### src/rtl/whack_pkg.sv
// Shared display types and helpers: conversion FSM states, blank pattern and
// the active-low seven-segment decode (bit 0 = segment a ... bit 6 = segment g).
package whack_pkg;

  typedef enum logic [1:0] {
    IDLE  = 2'd0,
    SHIFT = 2'd1,
    DONE  = 2'd2
  } conv_state_t;

  localparam logic [6:0] SEG_BLANK = 7'h7F;

  function automatic logic [6:0] seg7(input logic [3:0] v);
    logic [6:0] s;
    case (v)
      4'h0: s = 7'b1000000;
      4'h1: s = 7'b1111001;
      4'h2: s = 7'b0100100;
      4'h3: s = 7'b0110000;
      4'h4: s = 7'b0011001;
      4'h5: s = 7'b0010010;
      4'h6: s = 7'b0000010;
      4'h7: s = 7'b1111000;
      4'h8: s = 7'b0000000;
      4'h9: s = 7'b0010000;
      4'hA: s = 7'b0001000;
      4'hB: s = 7'b0000011;
      4'hC: s = 7'b1000110;
      4'hD: s = 7'b0100001;
      4'hE: s = 7'b0000110;
      default: s = 7'b0001110;
    endcase
    return s;
  endfunction

endpackage

### src/rtl/bin2bcd_seq.sv
// Sequential double-dabble: 8-bit binary to 3-digit BCD, one shift per cycle.
module bin2bcd_seq
  import whack_pkg::*;
(
  input  logic        clk,
  input  logic        rst_n,
  input  logic        start_i,
  input  logic        abort_i,
  input  logic [7:0]  value_i,
  output logic [11:0] bcd_o,
  output logic        busy_o,
  output logic        done_o,
  output conv_state_t state_o
);

  // Handshake: start_i is taken only in IDLE; abort_i reloads value_i from any
  // state; done_o is high for the single DONE cycle, when bcd_o holds the result.
  conv_state_t state_q;
  logic [7:0]  bin_q;
  logic [11:0] acc_q;
  logic [11:0] acc_d;
  logic [2:0]  cnt_q;
  logic        busy_q;

  always_comb begin
    acc_d = '0;
    for (int i = 0; i < 3; i++) begin
      acc_d[4*i +: 4] = (acc_q[4*i +: 4] >= 4'd5) ? acc_q[4*i +: 4] + 4'd3
                                                   : acc_q[4*i +: 4];
    end
    acc_d = {acc_d[10:0], bin_q[7]};
  end

  always_ff @(posedge clk or negedge rst_n) begin
    if (!rst_n) begin
      state_q <= IDLE;
      bin_q   <= '0;
      acc_q   <= '0;
      cnt_q   <= '0;
      busy_q  <= 1'b0;
    end else if (abort_i || (state_q == IDLE && start_i)) begin
      state_q <= SHIFT;
      bin_q   <= value_i;
      acc_q   <= '0;
      cnt_q   <= '0;
      busy_q  <= 1'b1;
    end else begin
      case (state_q)
        SHIFT: begin
          acc_q <= acc_d;
          bin_q <= {bin_q[6:0], 1'b0};
          cnt_q <= cnt_q + 3'd1;
          if (cnt_q == 3'd7) begin
            state_q <= DONE;
            busy_q  <= 1'b0;
          end
        end
        DONE:    state_q <= IDLE;
        default: state_q <= IDLE;
      endcase
    end
  end

  assign bcd_o   = acc_q;
  assign busy_o  = busy_q;
  assign done_o  = (state_q == DONE);
  assign state_o = state_q;

endmodule

### src/rtl/score_display_ctrl.sv
// Score display: source selection and record keeping, BCD conversion, digit
// scan with leading-zero blanking, and new-record blink.
module score_display_ctrl
  import whack_pkg::*;
#(
  parameter int DIGIT_CYCLES = 1000,
  parameter int BLINK_CYCLES = 2_000_000
) (
  input  logic       clk,
  input  logic       rst_n,
  input  logic [7:0] score,
  input  logic       game_end,
  output logic [6:0] seg,
  output logic       dp,
  output logic [2:0] digit_en,
  output logic [7:0] high_score,
  output logic       new_record,
  output logic       busy
);

  localparam int DCW = (DIGIT_CYCLES > 1) ? $clog2(DIGIT_CYCLES) : 1;
  localparam int BCW = (BLINK_CYCLES > 1) ? $clog2(BLINK_CYCLES) : 1;

  logic           ge_q, rec_q, final_req_q, dp_q;
  logic [7:0]     final_q, last_q, high_q;
  logic [11:0]    disp_q, conv_bcd;
  logic [DCW-1:0] scan_q;
  logic [BCW-1:0] blink_q;
  logic [1:0]     idx_q;
  logic [6:0]     seg_q, seg_d;
  logic [2:0]     den_q;
  logic           conv_busy, conv_done, live_req, conv_start, blink_on, blink_dark;
  logic           dp_d, blank;
  logic [3:0]     digit_val;
  logic [7:0]     conv_val;
  conv_state_t    conv_state;

  // A final score always wins: it aborts whatever is in flight.
  assign live_req   = (conv_state == IDLE) && !game_end && (score != last_q) && !final_req_q;
  assign conv_start = final_req_q || live_req;
  assign conv_val   = final_req_q ? final_q : score;
  assign blink_on   = game_end && rec_q;
  assign blink_dark = blink_on && (blink_q >= BCW'(BLINK_CYCLES / 2));

  bin2bcd_seq u_conv (
    .clk     (clk),
    .rst_n   (rst_n),
    .start_i (conv_start),
    .abort_i (final_req_q),
    .value_i (conv_val),
    .bcd_o   (conv_bcd),
    .busy_o  (conv_busy),
    .done_o  (conv_done),
    .state_o (conv_state)
  );

  always_comb begin
    digit_val = disp_q[3:0];
    blank     = 1'b0;
    case (idx_q)
      2'd1: begin
        digit_val = disp_q[7:4];
        blank     = (disp_q[11:8] == 4'd0) && (disp_q[7:4] == 4'd0);
      end
      2'd2: begin
        digit_val = disp_q[11:8];
        blank     = (disp_q[11:8] == 4'd0);
      end
      default: ;
    endcase
    seg_d = (blank || blink_dark) ? SEG_BLANK : seg7(digit_val);
    dp_d  = !((idx_q == 2'd0) && blink_on && !blink_dark);
  end

  always_ff @(posedge clk or negedge rst_n) begin
    if (!rst_n) begin
      ge_q        <= 1'b0;
      rec_q       <= 1'b0;
      final_req_q <= 1'b0;
      final_q     <= '0;
      last_q      <= '0;
      high_q      <= '0;
      disp_q      <= '0;
      scan_q      <= '0;
      idx_q       <= '0;
      blink_q     <= '0;
      seg_q       <= SEG_BLANK;
      dp_q        <= 1'b1;
      den_q       <= 3'b000;
    end else begin
      ge_q        <= game_end;
      final_req_q <= game_end && !ge_q;
      if (game_end && !ge_q) begin
        final_q <= score;
        rec_q   <= (score > high_q);
        if (score > high_q) high_q <= score;
      end else if (!game_end && ge_q) begin
        rec_q <= 1'b0;
      end
      if (conv_start) last_q <= conv_val;
      if (conv_done)  disp_q <= conv_bcd;

      if (scan_q == DCW'(DIGIT_CYCLES - 1)) begin
        scan_q <= '0;
        idx_q  <= (idx_q == 2'd2) ? 2'd0 : idx_q + 2'd1;
      end else begin
        scan_q <= scan_q + DCW'(1);
      end

      if (!blink_on)                             blink_q <= '0;
      else if (blink_q == BCW'(BLINK_CYCLES - 1)) blink_q <= '0;
      else                                        blink_q <= blink_q + BCW'(1);

      seg_q <= seg_d;
      dp_q  <= dp_d;
      den_q <= 3'b001 << idx_q;
    end
  end

  assign seg        = seg_q;
  assign dp         = dp_q;
  assign digit_en   = den_q;
  assign high_score = high_q;
  assign new_record = rec_q;
  assign busy       = conv_busy;

endmodule
### config.mk
export PLATFORM = sky130hd
export DESIGN_NAME = score_display_ctrl
export DESIGN_NICKNAME = d
export VERILOG_FILES = /design/src/rtl/whack_pkg.sv /design/src/rtl/bin2bcd_seq.sv /design/src/rtl/score_display_ctrl.sv
export SDC_FILE = /design/constraint.sdc
export NUM_CORES = 1
export LEC_CHECK = 0
export ABC_AREA = 1
export CORE_MARGIN = 1
export CORE_UTILIZATION = 50
export CTS_CLUSTER_SIZE = 20
export DETAILED_ROUTE_END_ITERATION = 7
export GPL_TIMING_DRIVEN = 0
export PLACE_DENSITY = 0.67
export SLEW_MARGIN = 5
export SYNTH_ARGS = -nofsm -noshare
export SYNTH_HDL_FRONTEND = slang
export SYNTH_HIERARCHICAL = 1
export SYNTH_SLANG_ARGS = --single-unit
### constraint.sdc
create_clock -name clk -period 2.8 [get_ports clk]
set_input_delay 0.56 -clock clk [delete_from_list [all_inputs] [get_ports clk]]
set_output_delay 0.56 -clock clk [all_outputs]
set_load 0.01 [all_outputs]
==> results.py <==
metrics = {
    "power": {
        "internal_power_mw": 3.26,
        "power_density_nw_per_um2": 774,
        "seqPwrFrac": 0.430,
        "share_comb_of_total_power": 0.337,
        "leakage_nw": 3.19,
        "fin_total_pwr_mw": 5.11,
        "switching_share": 0.362,
        "p_sw_mw": 1.85,
        "ir_drop_v": 0.000540,
        "power.share.clock": 0.234,
    },
    "timing": {
        "setup_tns_ns": 0,
        "finalHoldViolations": 0,
        "setup_viol": 0,
        "min_period_ns": 2.43,
        "skew_ns": 0.00632,
        "period_share": 0.868,
        "timing.hold.ws_ns": 0.0876,
        "fmax_mhz": 411,
        "rsz0062_at_grt": "false",
        "tightestPinTransition_ns": 0.560,
        "max_slew_margin": 0.623,
        "setup_ws_ns": 0.370,
        "drv_slew": 0,
    },
    "global_routing": {
        "antenna_found_initial": 0,
        "grt_pass1_vias": 4584,
        "grt_pass1_wl_um": 20400,
        "grt_max_degree": 77,
        "grt.overflow.total": 0,
        "grt_use_total": 0.219,
    },
    "setup_path": {
        "setup.worst_path.start": "idx_q[0]",
        "r2r-start": "idx_q[0]",
        "crit_top_cell": "inv_1",
        "path_cells": "inv_1 > ha_1 > o21ai_0 > inv_1 > ha_1 > or2_1 > nand3_1 > nand2_1 > inv_1 > nand2_1",
        "cpMaxStageDelayCell": "o21ai_0",
        "cpPeakStageDelay_ns": 0.51,
        "path_class": "register to register",
        "reg2reg_slack_ns": 0.37,
        "crit_end": "seg[3]",
        "path_delay_family": "adder cells",
        "cp_data_arrival_time_ns": 2.70,
        "worstRegToRegCells": 10,
        "path_max_fanout": 7,
        "timing.rr.end": "seg[3]",
        "worstPathRequired_ns": 3.07,
        "startpoint_type": "register",
        "crit_buf_inv": 3,
        "end_kind": "register",
        "crit_cells": 10,
    },
    "clock_network": {
        "cts_resized": 0,
        "cts_tree": "built",
        "cts.sinks": 109,
        "cts-buffers-inserted": 9,
        "clk_path_buf_depth": 2,
        "cts_setup_buffers": 0,
        "cts.clk_slew.worst_paths_ns": 0.07,
        "clock_latency_ns": 0.36,
        "cts-root-buf": "clkbuf_16",
        "htreeDepth": 3,
        "postCtsHoldBufs": 0,
    },
    "synthesis": {
        "synth_flop_cell": "dfrtp_1",
        "synth_area_sq_um": 5810,
        "synthCells": 729,
        "yosysWarningCount": 6,
        "async_reset_ff_frac": 1.00,
        "syn_nets": 770,
        "yosys_register_bits": 109,
        "ys_seq_area_frac": 0.471,
        "syn_area_per_cell_sq_um": 7.97,
        "synth_edf_count": 0,
        "ys_types": 37,
    },
    "placed_design": {
        "dp_cells": 901,
        "io_buffers": 31,
        "dp_hpwl_um": 8610,
        "pre_cts_slack_ns": 0.160,
        "place.gp.congestion": 0.901,
        "post_dp_cell_area_sq_um": 6320,
    },
    "die": {
        "initial_core_util": 0.524,
        "die_y_um": 110,
        "row_count": 38,
        "ios": 32,
        "die_x_um": 110,
        "coreArea_sq_um": 11100,
        "dieArea_sq_um": 12000,
    },
    "cells_and_area": {
        "final_common_cell": "nand2_1",
        "drive_gt1_frac": 0.0875,
        "final_core_util": 0.596,
        "antenna_cells": 0,
        "layout_common_cells": "nand2_1, dfrtp_1, inv_1",
        "final_cells": 917,
        "nets": 813,
        "stdcell_area_sq_um": 6600,
        "area_growth_pct": 13.6,
    },
    "hold_path": {
        "hold_class": "primary input to async pin",
    },
    "routing": {
        "drt_iter0_drc": 343,
        "wl_per_cell_um": 12.8,
        "drtAntennaViolNets": 0,
        "vias": 4742,
        "drt_pass1_iterations": 5,
        "routed_wl_um": 11700,
        "drc": 0,
        "via_per_inst": 5.17,
    },
    "run_status": {
        "outcome": "complete, no violations",
    },
    "flow_run": {
        "maxCapViolations": 0,
    },
}
-- cells by family after synthesis --
group / after synthesis / share of synthesized area
buffers and inverters: 101 / 0.0715
DFF: 109 / 0.471
xor gates and xnor gates: 8 / 0.0121
AOI/OAI and AO/OA: 65 / 0.0629
adders and majority gates: 30 / 0.0646
muxes: 7 / 0.0136
and+or+nand+nor: 409 / 0.304
-- per-layer routing --
| layer | GRT usage | up-vias | wire length (um) |
|---|---|---|---|
| li1 | - | 2416 | - |
| met1 | 0.272 | 2235 | 5370 |
| met2 | 0.377 | 79 | 5810 |
| met3 | 0.0480 | 12 | 405 |
| met4 | 0.0743 | 0 | 150 |
| met5 | 0 | - | 0 |
-- power groups by stage --
stage / Combinational [mW] / Sequential [mW] / Clock (mW)
after global placement: 1.65 / 2.21 / 0
after global routing: 1.99 / 2.24 / 1.28
final: 1.72 / 2.20 / 1.19
after detailed placement: 1.73 / 2.22 / 0
after CTS: 1.74 / 2.19 / 1.23
after floorplan: 1.18 / 2.20 / 0
-- flip-flops by register name (all words and copies together), names as in the netlist, 7 cells and up --
| name | flops |
|---|---|
| scan_q | 10 |
| final_q | 8 |
| disp_q | 12 |
| last_q | 8 |
| seg | 7 |
| blink_q | 21 |
| high_score | 8 |
| u_conv/bin_q | 8 |
| u_conv/bcd_o | 12 |
-- Yosys cell counts (6+ instances only) --
cell type	instances	share of area
a21oi_1	13	0.011
dfrtp_1	101	0.44
dfstp_2	8	0.036
ha_1	30	0.065
inv_1	84	0.054
mux2_2	7	0.014
nand2_1	235	0.15
nand3_1	52	0.045
nand4_1	17	0.018
nor2_1	62	0.040
nor3_1	21	0.018
o21ai_0	40	0.034
xnor2_1	6	0.0090
-- cell type report --
| class | count | area (sq um) |
|---|---|---|
| Fill cell | 983 | 4480 |
| Sequential cell | 109 | 2740 |
| Multi-Input combinational cell | 519 | 2650 |
| Inverter | 91 | 344 |
| Timing Repair Buffer | 32 | 339 |
| Clock buffer | 9 | 225 |
| Tap cell | 140 | 175 |
| Buffer | 10 | 71.3 |
| Clock inverter | 7 | 52.6 |
-- how the worst min path moves through the flow --
stage	end	from	slack (ns)
6_report	u_conv/bcd_o[11]	rst_n	0.09
5_1_grt	disp_q[8]	rst_n	0.10
4_1_cts	disp_q[10]	rst_n	0.09
3_5_place_dp	scan_q[0]	scan_q[0]	0.45
3_3_place_gp	scan_q[0]	scan_q[0]	0.45
2_1_floorplan	blink_q[0]	rst_n	0.26
Power figures use the tool's default switching activity.
